[config.mk]
export PLATFORM = sky130hd
export DESIGN_NAME = ps2_key_decoder
export DESIGN_NICKNAME = d
export VERILOG_FILES = /design/src/rtl/ps2_key_decoder.sv
export SDC_FILE = /design/constraint.sdc
export NUM_CORES = 1
export LEC_CHECK = 0
export BUFFER_PORTS_ARGS = -buffer_cell sky130_fd_sc_hd__buf_2
export CELL_PAD_IN_SITES_DETAIL_PLACEMENT = 1
export CELL_PAD_IN_SITES_GLOBAL_PLACEMENT = 2
export CORE_MARGIN = 2
export CORE_UTILIZATION = 30
export CTS_CLUSTER_DIAMETER = 80
export DETAILED_ROUTE_END_ITERATION = 7
export PLACE_DENSITY_LB_ADDON = 0.1
export SLEW_MARGIN = 40
export SYNTH_ARGS = -nofsm -noshare
export SYNTH_HDL_FRONTEND = slang
export SYNTH_SLANG_ARGS = --single-unit
[constraint.sdc]
create_clock -name clk -period 1.74 [get_ports clk]
set_input_delay 0.261 -clock clk [delete_from_list [all_inputs] [get_ports clk]]
set_output_delay 0.261 -clock clk [all_outputs]
set_load 0.005 [all_outputs]
[src/rtl/ps2_key_decoder.sv]
// PS/2 set-2 scan-code decoder producing held-key levels for space/left/right.
// Ports: clk, rst; rx_data/rx_valid in; kbd_clear in; key_* levels and proto_err out.
module ps2_key_decoder #(
  parameter logic [7:0] SPACE_CODE     = 8'h29,
  parameter logic [7:0] LEFT_CODE      = 8'h6B,
  parameter logic [7:0] RIGHT_CODE     = 8'h74,
  parameter int         TIMEOUT_CYCLES = 195_000
) (
  input  logic       clk,
  input  logic       rst,
  input  logic [7:0] rx_data,
  input  logic       rx_valid,
  input  logic       kbd_clear,
  output logic       key_space,
  output logic       key_left,
  output logic       key_right,
  output logic       proto_err
);

  localparam logic [7:0] PFX_EXT = 8'hE0;
  localparam logic [7:0] PFX_BRK = 8'hF0;
  localparam int         CW      = $clog2(TIMEOUT_CYCLES + 1);
  localparam logic [CW-1:0] TLIM = CW'(TIMEOUT_CYCLES - 1);

  typedef enum logic [1:0] {
    IDLE,
    EXT,
    BRK,
    EXT_BRK
  } state_t;

  state_t        state;
  logic [CW-1:0] cnt;

  always_ff @(posedge clk) begin
    proto_err <= 1'b0;
    if (rst) begin
      state     <= IDLE;
      cnt       <= '0;
      key_space <= 1'b0;
      key_left  <= 1'b0;
      key_right <= 1'b0;
    end else if (kbd_clear) begin
      // a byte in the same cycle is deliberately dropped
      state     <= IDLE;
      cnt       <= '0;
      key_space <= 1'b0;
      key_left  <= 1'b0;
      key_right <= 1'b0;
    end else if (rx_valid) begin
      // every accepted byte restarts the prefix watchdog,
      // including one that lands in the expiry cycle
      cnt <= '0;
      unique case (state)
        IDLE: begin
          if (rx_data == PFX_EXT) begin
            state <= EXT;
          end else if (rx_data == PFX_BRK) begin
            state <= BRK;
          end else if (rx_data == SPACE_CODE) begin
            key_space <= 1'b1;
          end
        end
        EXT: begin
          if (rx_data == PFX_BRK) begin
            state <= EXT_BRK;
          end else if (rx_data == PFX_EXT) begin
            state <= EXT;
          end else if (rx_data == LEFT_CODE) begin
            key_left <= 1'b1;
            state    <= IDLE;
          end else if (rx_data == RIGHT_CODE) begin
            key_right <= 1'b1;
            state     <= IDLE;
          end else begin
            state <= IDLE;
          end
        end
        BRK: begin
          if (rx_data == SPACE_CODE) begin
            key_space <= 1'b0;
            state     <= IDLE;
          end else if (rx_data == PFX_BRK) begin
            state <= BRK;
          end else begin
            state <= IDLE;
          end
        end
        EXT_BRK: begin
          if (rx_data == LEFT_CODE) begin
            key_left <= 1'b0;
          end else if (rx_data == RIGHT_CODE) begin
            key_right <= 1'b0;
          end
          state <= IDLE;
        end
      endcase
    end else if (state != IDLE) begin
      // pending prefix with no byte: abandon it at the limit
      if (cnt == TLIM) begin
        state     <= IDLE;
        cnt       <= '0;
        proto_err <= 1'b1;
      end else begin
        cnt <= cnt + 1'b1;
      end
    end else begin
      cnt <= '0;
    end
  end

endmodule

# After elaboration in Yosys (flattened, before gate mapping)
# Cells that the tools add are included.
dict set report totals {
  regBits 24
  wordCells 71
  in_bits 12
}
dict set report classes {
  bitwise 1
  n_reduce_logical 13
  add_sub_neg 1
  mux 28
  eq_ne 22
}
# cell n
set op_table {}
lappend op_table {{2-bit inequality test, second input constant} 12}
lappend op_table {{18-bit by 1-bit adder with 18-bit output, second input constant} 1}
lappend op_table {{18-bit equality test, second input constant} 1}
lappend op_table {{8-bit by 7-bit equality test with 1-bit output, second input constant} 2}
lappend op_table {{8-bit equality test, second input constant} 2}
lappend op_table {{1-bit 2-to-1 mux} 16}
lappend op_table {{2-bit 2-to-1 mux} 8}
lappend op_table {{6-bit AND reduction} 2}
lappend op_table {{2-bit nonzero test} 5}
lappend op_table {{8-bit by 6-bit equality test with 1-bit output, second input constant} 1}
lappend op_table {{2-bit one-hot mux with 4 select lines} 1}
lappend op_table {{8-bit AND reduction} 1}
lappend op_table {{1-bit one-hot mux with 2 select lines} 3}
lappend op_table {{5-bit OR reduction} 1}
lappend op_table {{2-bit equality test, second input constant} 2}
lappend op_table {{4-bit inequality test, second input constant} 1}
lappend op_table {{4-bit OR reduction} 1}
lappend op_table {{3-bit AND reduction} 1}
lappend op_table {{2-bit by 1-bit equality test with 1-bit output, second input constant} 1}
lappend op_table {{2-bit logical NOT} 1}
lappend op_table {{2-bit OR reduction} 1}
lappend op_table {{1-bit NOT} 1}

# Logic depth before layout (Yosys ltp)
# Gate-level depths: netlist of the first run.
dict set report depth {
  word_depth 6
  depth_mapped 6
  mapped_depth_nobuf 5
}

# Worst setup path before layout of the first run
# OpenSTA, ideal clock, no wires.
dict set report synth_timing {
  path_kind {reg2reg}
  start {register cnt[0]}
  end {register state[0]}
  setup_ps 116
  n_path_buf 0
  slack_ps 109
  synth_period_minus_slack_ps 1631
  path_stages_with_launch 6
  arrival_time_ps 1515
  cell_sequence {dfxtp_1 ha_1 and4_1 nand4_1 or2_2 a31o_2}
}
dict set report synth_via {
  elab_chain_cells 3
}
# item line
set synth_rtl {}
lappend synth_rtl {{start, declared} 33} ;# logic [CW-1:0] cnt;
lappend synth_rtl {{start signal, assigned} 105} ;# cnt <= cnt + 1'b1;
lappend synth_rtl {{18-bit equality test} 100} ;# if (cnt == TLIM) begin
lappend synth_rtl {{2-bit nonzero test (no source line)} --}
lappend synth_rtl {{3-bit AND reduction (no source line)} --}
lappend synth_rtl {{end signal, assigned} 86} ;# state <= IDLE;
lappend synth_rtl {{end signal, assigned} 95} ;# state <= IDLE;
lappend synth_rtl {{end signal, assigned} 101} ;# state <= IDLE;
lappend synth_rtl {{end, declared} 32} ;# state_t state;
# No other way between the ends.
# A chain may end at the register's enable or synchronous reset.

# Worst setup path after layout of the first run
# Same ends and word-level chain as after synthesis.

==> results of run 1 <==
## worst max-delay path: stages, from the launching register on
cell and delay, ns:
dfxtp_1 0.34, ha_1 0.18, and4_1 0.22, nand4_1 0.13
or2_2 0.34, a31o_2 0.25
## cell usage in the layout, fill, tap and decap left out, types with 3 or more instances in the layout
| cell | n |
|---|---|
| buf_2 | 15 |
| inv_1 | 5 |
| xor2_1 | 8 |
| nand4_1 | 10 |
| clkbuf_8 | 3 |
| and4_1 | 3 |
| nor2_1 | 19 |
| xnor2_1 | 6 |
| nor4_1 | 5 |
| buf_4 | 15 |
| mux2i_1 | 3 |
| dfxtp_1 | 24 |
| nor3_1 | 4 |
| nand3_1 | 7 |
| and3_1 | 4 |
| nand2_1 | 9 |
| a21oi_1 | 3 |
## how the worst max path moves through the flow
stage,from,end,slack (ns),cells after the start
floorplan,cnt[0]$_SDFF_PP0_,state[0]$_SDFFE_PP0P_,0.11,5
global placement,cnt[6]$_SDFF_PP0_,cnt[11]$_SDFF_PP0_,0.02,4
detailed placement,cnt[0]$_SDFF_PP0_,cnt[13]$_SDFF_PP0_,-0.08,5
CTS,cnt[0]$_SDFF_PP0_,cnt[13]$_SDFF_PP0_,0.08,5
global route,cnt[0]$_SDFF_PP0_,state[0]$_SDFFE_PP0P_,0.06,5
finish,cnt[0]$_SDFF_PP0_,state[0]$_SDFFE_PP0P_,0.17,5
## power by group
part	internal [W]	switching, W	total [W]
Sequential	0.000549	0.0000000566	0.000549
Combinational	0.0000160	0.0000165	0.0000325
Clock	0.000308	0.000184	0.000491
## flip-flops by register name, indices dropped and copies added, names as in the netlist
signal / count
key_space: 1
key_right: 1
proto_err: 1
cnt: 18
key_left: 1
state: 2
## metrics by stage
stage          power (W)  cell area [um^2]  hold WS, ns  worst slack (ns)  cells
5_1_grt          0.00113              1510        0.205            0.0615    216
6_report         0.00107              1510        0.211             0.173    216
3_3_place_gp    0.000594              1400        0.468            0.0229    209
3_5_place_dp    0.000594              1400        0.490           -0.0775    209
4_1_cts          0.00109              1470        0.203            0.0750    213
2_1_floorplan   0.000571              1180        0.338             0.109    136
## cell type report
cell class | instances | area [um^2]
clock buffers | 3 | 41.3
clock inverters | 1 | 30.0
fillers | 458 | 2210
inverters | 5 | 18.8
multi-input cells | 104 | 671
flip-flops and latches | 24 | 480
well taps | 48 | 60.1
repair buffers | 31 | 208
## logic make-up (layout without fill, tap and decap cells)
family          Yosys count  count (layout)  synth area share
compound gates           12              12            0.0689
xor+xnor                 14              14             0.104
fa+ha+maj                 1               1            0.0106
buf+inv                   8              40            0.0308
flops                    24              24             0.407
mux                       3               3            0.0255
simple gates             74              74             0.353
## routing by layer
layer,part of all wire,global-route usage,wire [um]
met1,0.49,0.193,1410
met2,0.46,0.246,1340
met3,0.031,0.0253,91
met4,0.016,0.0612,46
met5,0,0,0
## repair_timing
| action | 4_1_cts | 5_1_grt |
|---|---|---|
| resized for setup | 1 | 0 |
| pin swaps | 0 | 1 |
| endpoints found under the setup margin | 17 | 18 |
| setup buffers | 0 | 3 |
==> run_results.csv, run 1 <==
group,metric,value,unit
timing,hold_viol_final,0,
timing,max_freq,638,MHz
job,drv_cap,0,
floorplan,dieArea,4450,um^2
drt,wire_per_inst,13.4,um
drt,viasPerCell,5.03,
setup_path,worstReg2RegStart,"cnt[0]$_SDFF_PP0_",
floorplan,io_pins,16,
drt,antenna_left,0,
place,numPortBuffers,15,
logic_synthesis,syn_nets,149,
timing,worst_slew_pin_slew,0.410,ns
global_routing,grt_pass1_wl,5010,um
logic_synthesis,synth_area,1180,um^2
timing,setup_violations,0,
logic_synthesis,ys.flop_type,"dfxtp_1",
logic_synthesis,synth_largest_area_cell,"dfxtp_1",
logic_synthesis,synth_enable_flop_cells,0,
floorplan,core,3720,um^2
timing,slew_headroom,0.720,
setup_path,worst_setup_path_start_kind,"register",
cts,clk_pin_slew,0.09,ns
setup_path,rrSetupSlack,0.17,ns
layout,final_core_util,0.406,
global_routing,gr-usage-all-layers,0.150,
floorplan,rows,22,
logic_synthesis,syn_avg_cell_area,8.68,um^2
setup_path,worstPathArrival,1.73,ns
drt,vias,1087,
cts,tritoncts,"yes",
logic_synthesis,ys_seq_area_frac,0.407,
timing,period_needed,1.57,ns
global_routing,grt_pass1_vias,1049,
timing,rsz0062_at_grt,"false",
drt,drt-initial-drc-count,67,
cts,postCtsHoldBufs,0,
cts,root_buffer,"clkbuf_8",
power,p_leak,0.541,nW
layout,syn_to_final_growth,27.9,%
logic_synthesis,synthArstFlopShare,0,
worst_hold_path,hold_end,"key_right$_SDFFE_PP0P_",
setup_path,r2r_end,"state[0]$_SDFFE_PP0P_",
layout,layout.nets,182,
logic_synthesis,synthDistinctLibCells,34,
power,p_per_area,711,nW/um^2
place,dp.final_hpwl,2310,um
logic_synthesis,synth-seq-cells,24,
worst_hold_path,min_delay_path_depth,2,
global_routing,grt_max_degree,18,
layout,drive_gt1_frac,0.244,
timing,period_share,0.901,
cts,numCtsBuffers,3,
layout,antennaDiodeCount,0,
cts,cts.sinks,24,
cts,h-tree-depth,1,
setup_path,end_kind,"register",
global_routing,overflow,0,
drt,drt_first_pass_iters,4,
place,gp_congestion,0.731,
global_routing,grt_antenna_before_repair,0,
cts,clock_latency,0.27,ns
status,status,"completed",
setup_path,crit_fanout,3,
logic_synthesis,synthTopCellsByArea,"dfxtp_1 41%, nor2_1 6.0%, xor2_1 5.9%",
setup_path,crit_type,"register to register",
floorplan,die_w,66.7,um
cts,clk_path_buf_depth,2,
logic_synthesis,netlist.area_leader.share,0.407,
worst_hold_path,hold_path.class,"input port to register",
drt,drc,0,
logic_synthesis,yosys_warnings,0,
drt,drt-total-wl,2890,um
logic_synthesis,synth_cells,136,
timing,skew,0.0103,ns
setup_path,crit_required,1.90,ns
floorplan,start_util,0.318,
setup_path,r2r_cells,5,
timing,finalSetupTns,0,ns
logic_synthesis,synthTopCellsByCount,"24 x dfxtp_1, 19 x nor2_1, 10 x nand4_1, 9 x nand2_1, 8 x xor2_1",
logic_synthesis,synth.most_common_cell,"dfxtp_1",
worst_hold_path,hp-start,"kbd_clear",
floorplan,die_h,66.7,um
timing,drv_slew,0,
power,vdd.ir_drop.worst,0.293,mV
No activity file was read; power rests on OpenSTA's default activity.
==> inputs of run 2 (changes only) <==
Settings changed: CORE_UTILIZATION 30 to 32, CTS_BUF_LIST from default to sky130_fd_sc_hd__clkbuf_4, PLACE_DENSITY from default to 0.8, PLACE_DENSITY_LB_ADDON 0.1 to default.
==> run_results.csv, run 2 (synthesis gave the netlist of run 1 again) <==
group,metric,value,unit
worst_hold_path,hp-start,"kbd_clear",
worst_hold_path,min_delay_path_depth,2,
setup_path,crit_fanout,3,
timing,drv_slew,0,
floorplan,io_pins,16,
cts,clk_pin_slew,0.13,ns
layout,largest_register_ffs,18,
timing,setup_ws,0.194,ns
floorplan,start_util,0.327,
floorplan,die_h,64.7,um
power,p_per_area,588,nW/um^2
drt,vias,1076,
setup_path,worstPathArrival,1.76,ns
setup_path,end_kind,"register",
setup_path,slowest_stage,"dfxtp_1",
drt,viasPerCell,5.12,
global_routing,gr-usage-all-layers,0.144,
layout,largestRegisters,"cnt (18), state (2)",
layout,final_cell_mix,"24 x dfxtp_1, 19 x nor2_1, 15 x buf_2, 11 x buf_4, 10 x nand4_1",
setup_path,crit_required,1.96,ns
timing,worst_slew_pin_slew,0.410,ns
drt,drt-total-wl,2740,um
cts,h-tree-depth,1,
setup_path,worstReg2RegStart,"cnt[0]$_SDFF_PP0_",
global_routing,grt_pass1_wl,4740,um
timing,max_freq,647,MHz
layout,final_common_cell,"dfxtp_1",
floorplan,rows,22,
timing,setup_violations,0,
worst_hold_path,hold_path.class,"input port to register",
status,status,"completed",
global_routing,grt_max_degree,13,
cts,cts.sinks,24,
global_routing,grt_antenna_before_repair,0,
setup_path,critPathTopFamily,"simple AND/OR/NAND/NOR gates",
drt,drt_first_pass_iters,2,
cts,tritoncts,"yes",
setup_path,r2r_end,"state[0]$_SDFFE_PP0P_",
place,gp_congestion,0.794,
worst_hold_path,hold_end,"key_left$_SDFFE_PP0P_",
drt,drt-initial-drc-count,15,
power,vdd.ir_drop.worst,0.268,mV
power,p_leak,0.484,nW
job,drv_cap,0,
setup_path,worst_setup_path_start_kind,"register",
place,dp_worst_setup_slack,0.136,ns
setup_path,crit_type,"register to register",
drt,wire_per_inst,13.0,um
setup_path,startpoint,"cnt[0]$_SDFF_PP0_",
timing,period_needed,1.55,ns
drt,antenna_left,0,
layout,antennaDiodeCount,0,
drt,drc,0,
layout,largest-register,"cnt",
timing,finalSetupTns,0,ns
setup_path,r2r_cells,5,
timing,hold_viol_final,0,
cts,post-cts-setup-buffers,0,
cts,cts_resized,0,
setup_path,slowest_delay,0.36,ns
setup_path,rrSetupSlack,0.19,ns
timing,slew_headroom,0.720,
layout,syn_to_final_growth,18.9,%
global_routing,grt_pass1_vias,1054,
setup_path,path_buf_inv,0,
layout,drive_gt1_frac,0.216,
floorplan,die_w,64.7,um
cts,clk_path_buf_depth,2,
timing,period_share,0.888,
place,dp.final_hpwl,2160,um
floorplan,core,3610,um^2
place,numPortBuffers,15,
setup_path,worstPathCellList,"ha_1 > and4_1 > nand4_1 > or2_2 > a31o_2",
timing,rsz0062_at_grt,"false",
layout,final_core_util,0.389,
layout,layout.nets,177,
cts,root_buffer,"clkbuf_4",
global_routing,overflow,0,
timing,skew,0.00165,ns
floorplan,dieArea,4190,um^2
cts,clock_latency,0.31,ns
cts,postCtsHoldBufs,0,
cts,numCtsBuffers,3,
## run 2: changes by cell type in the layout (fill, tap and decap cells not counted)
cell,before,now
o21ai_2,0,1
o21ai_4,1,0
buf_4,15,11
clkbuf_4,0,3
bufinv_16,1,0
clkbuf_8,3,0
buf_12,1,0
## run 2: area by class of cell
class	instances	area [um^2]
flip-flops and latches	24	480
repair buffers	26	158
fillers	440	2200
clock buffers	3	22.5
multi-input cells	104	663
well taps	48	60.1
inverters	5	18.8
## run 2: layer usage
layer  vias to the layer above  global-route usage  share of wire
met2                        11               0.232           0.47
met1                       516               0.191           0.50
met4                         0              0.0532         0.0066
li1                        547                   -              -
met3                         2              0.0278          0.023
met5                         -                   0              0
## run 2: worst max-delay path by stage
stage                                   endpoint  slack [ns]  depth (start not counted)
after floorplan            state[0]$_SDFFE_PP0P_        0.11                          5
after global placement    key_right$_SDFFE_PP0P_        0.17                          5
after detailed placement  key_right$_SDFFE_PP0P_        0.14                          5
after CTS                  state[0]$_SDFFE_PP0P_        0.15                          5
after global routing          cnt[14]$_SDFF_PP0_        0.05                          6
final                      state[0]$_SDFFE_PP0P_        0.19                          5
## run 2: power breakdown
| group | switching [W] | internal, W | total [W] | leakage [nW] |
|---|---|---|---|---|
| sequential | 0.0000000567 | 0.000549 | 0.000549 | 0.193 |
| clock | 0.000161 | 0.0000809 | 0.000242 | 0.0138 |
| combinational | 0.0000170 | 0.0000160 | 0.0000330 | 0.277 |
| total | 0.000178 | 0.000646 | 0.000824 | 0.484 |
## run 2: per-stage QoR
step                      power [W]  std cells  instance area [um^2]  hold slack, ns
after floorplan            0.000571        136                  1180           0.338
after global placement     0.000593        207                  1380           0.469
after detailed placement   0.000595        207                  1380           0.482
after CTS                  0.000843        210                  1400           0.158
after global routing       0.000871        210                  1400           0.162
final                      0.000824        210                  1400           0.167
==> inputs of run 3 (changes only) <==
Settings changed: CORE_UTILIZATION 32 to 38, PLACE_DENSITY 0.8 to 0.89, SKIP_CTS_REPAIR_TIMING from default to 1.
Clock period 1.74 ns to 2 ns, I/O delays scaled along.
==> run_results.csv, run 3 (synthesis gave the netlist of run 1 again) <==
group,metric,value,unit
power,vdd.ir_drop.worst,0.204,mV
floorplan,dieArea,3570,um^2
setup_path,cp_num_cells,5,
floorplan,die_h,59.7,um
timing,finalSetupTns,0,ns
place,dp.final_hpwl,2220,um
drt,vias,1074,
power,pwr-share-seq,0.678,
cts,tritoncts,"yes",
floorplan,rows,20,
cts,numCtsBuffers,3,
global_routing,gr-usage-all-layers,0.171,
setup_path,r2r_cells,5,
timing,hold_viol_final,0,
layout,final_cell_mix,"24 x dfxtp_1, 19 x nor2_1, 15 x buf_2, 10 x nand4_1, 9 x nand2_1",
cts,h-tree-depth,1,
setup_path,end_kind,"register",
drt,wire_per_inst,15.1,um
setup_path,crit_fanout,6,
place,gp_congestion,0.770,
setup_path,crit_required,2.20,ns
status,status,"completed",
place,postPlaceCellArea,1290,um^2
drt,drt-initial-drc-count,40,
cts,clk_pin_slew,0.12,ns
global_routing,grt_antenna_before_repair,0,
drt,drt_first_pass_iters,4,
timing,setup_ws,0.201,ns
layout,largest-register,"cnt",
floorplan,core,3000,um^2
setup_path,worstPathCellList,"ha_1 > and4_1 > nand4_1 > or2_2 > a31o_2",
layout,largest_register_ffs,18,
layout,final_cell_area,1320,um^2
setup_path,slowest_delay,0.43,ns
floorplan,die_w,59.7,um
layout,drive_gt1_frac,0.170,
layout,syn_to_final_growth,11.6,%
job,drv_cap,0,
timing,slew_headroom,0.695,
setup_path,crit_type,"register to register",
power,comb_power_share,0.039,
cts,clock_latency,0.30,ns
power,switchingPower,0.000145,W
cts,root_buffer,"clkbuf_4",
setup_path,critPathTopFamily,"simple AND/OR/NAND/NOR gates",
place,dp_worst_setup_slack,0.219,ns
power,p_per_area,536,nW/um^2
setup_path,worst_setup_path_start_kind,"register",
drt,antenna_left,0,
timing,drv_slew,0,
timing,whs,0.219,ns
worst_hold_path,min_delay_path_depth,2,
global_routing,grt_pass1_wl,4770,um
cts,cts.sinks,24,
place,numPortBuffers,15,
layout,layout.nets,168,
drt,drt-total-wl,2810,um
power,p_leak,0.438,nW
global_routing,grt_pass1_vias,1105,
setup_path,worstPathArrival,2.00,ns
worst_hold_path,hold_path.class,"input port to register",
setup_path,slowest_stage,"dfxtp_1",
floorplan,io_pins,16,
drt,viasPerCell,5.77,
floorplan,start_util,0.393,
power,p_clk_frac,0.283,
layout,largestRegisters,"cnt (18), state (2)",
power,internal-power,0.000561,W
cts,clk_path_buf_depth,2,
timing,period_needed,1.80,ns
global_routing,grt_max_degree,18,
timing,skew,0.00505,ns
timing,max_freq,556,MHz
global_routing,overflow,0,
timing,rsz0062_at_grt,"false",
timing,period_share,0.900,
drt,drc,0,
timing,worst_slew_pin_slew,0.446,ns
timing,setup_violations,0,
layout,final_common_cell,"dfxtp_1",
power,switching_share,0.205,
layout,antennaDiodeCount,0,
setup_path,path_buf_inv,0,
## run 3: power groups by stage
| stage | combinational (W) | clock (W) | sequential, W |
|---|---|---|---|
| after floorplan | 0.00000792 | 0 | 0.000489 |
| after CTS | 0.0000279 | 0.000205 | 0.000478 |
| after global placement | 0.0000266 | 0 | 0.000489 |
| after global routing | 0.0000305 | 0.000229 | 0.000478 |
| final | 0.0000278 | 0.000200 | 0.000478 |
| after detailed placement | 0.0000277 | 0 | 0.000489 |
## run 3: worst register-to-register path: cells and delay by family, from the launching register on
family | cells | cell delay, ns
AO/OA/AOI/OAI | 1 | 0.25
adder cells (fa/ha/maj) | 1 | 0.25
AND/OR/NAND/NOR | 3 | 0.77
flip-flops | 1 | 0.43
## run 3: path summary, 6_finish.rpt
path	slack, ns	end	startpoint
max reg2reg	0.20	state[0]$_SDFFE_PP0P_	cnt[0]$_SDFF_PP0_
min	0.22	key_space$_SDFFE_PP0P_	kbd_clear
min reg2reg	0.49	cnt[17]$_SDFF_PP0_	cnt[17]$_SDFF_PP0_
max	0.20	state[0]$_SDFFE_PP0P_	cnt[0]$_SDFF_PP0_
## run 3: metrics by stage
step                total power, W  instances   util
CTS                       0.000711        186  0.438
floorplan                 0.000497        136      -
detailed placement        0.000516        183  0.431
global route              0.000738        186  0.438
global placement          0.000515        183  0.431
finish                    0.000705        186  0.438
## run 3: metal layers
| metal | vias up | track usage | share of wire |
|---|---|---|---|
| met5 | - | 0 | 0 |
| met4 | 0 | 0.0381 | 0.0075 |
| met3 | 2 | 0.0195 | 0.028 |
| met2 | 17 | 0.332 | 0.52 |
| met1 | 526 | 0.197 | 0.45 |
| li1 | 529 | - | - |
## run 3: cell type report
cell class                 instances  area (um^2)
clock buffer                       3         22.5
multi-input combinational        104          663
fill                             380         1690
sequential                        24          480
inverter                           5         18.8
tap                               33         41.3
timing repair buffer              17         90.1
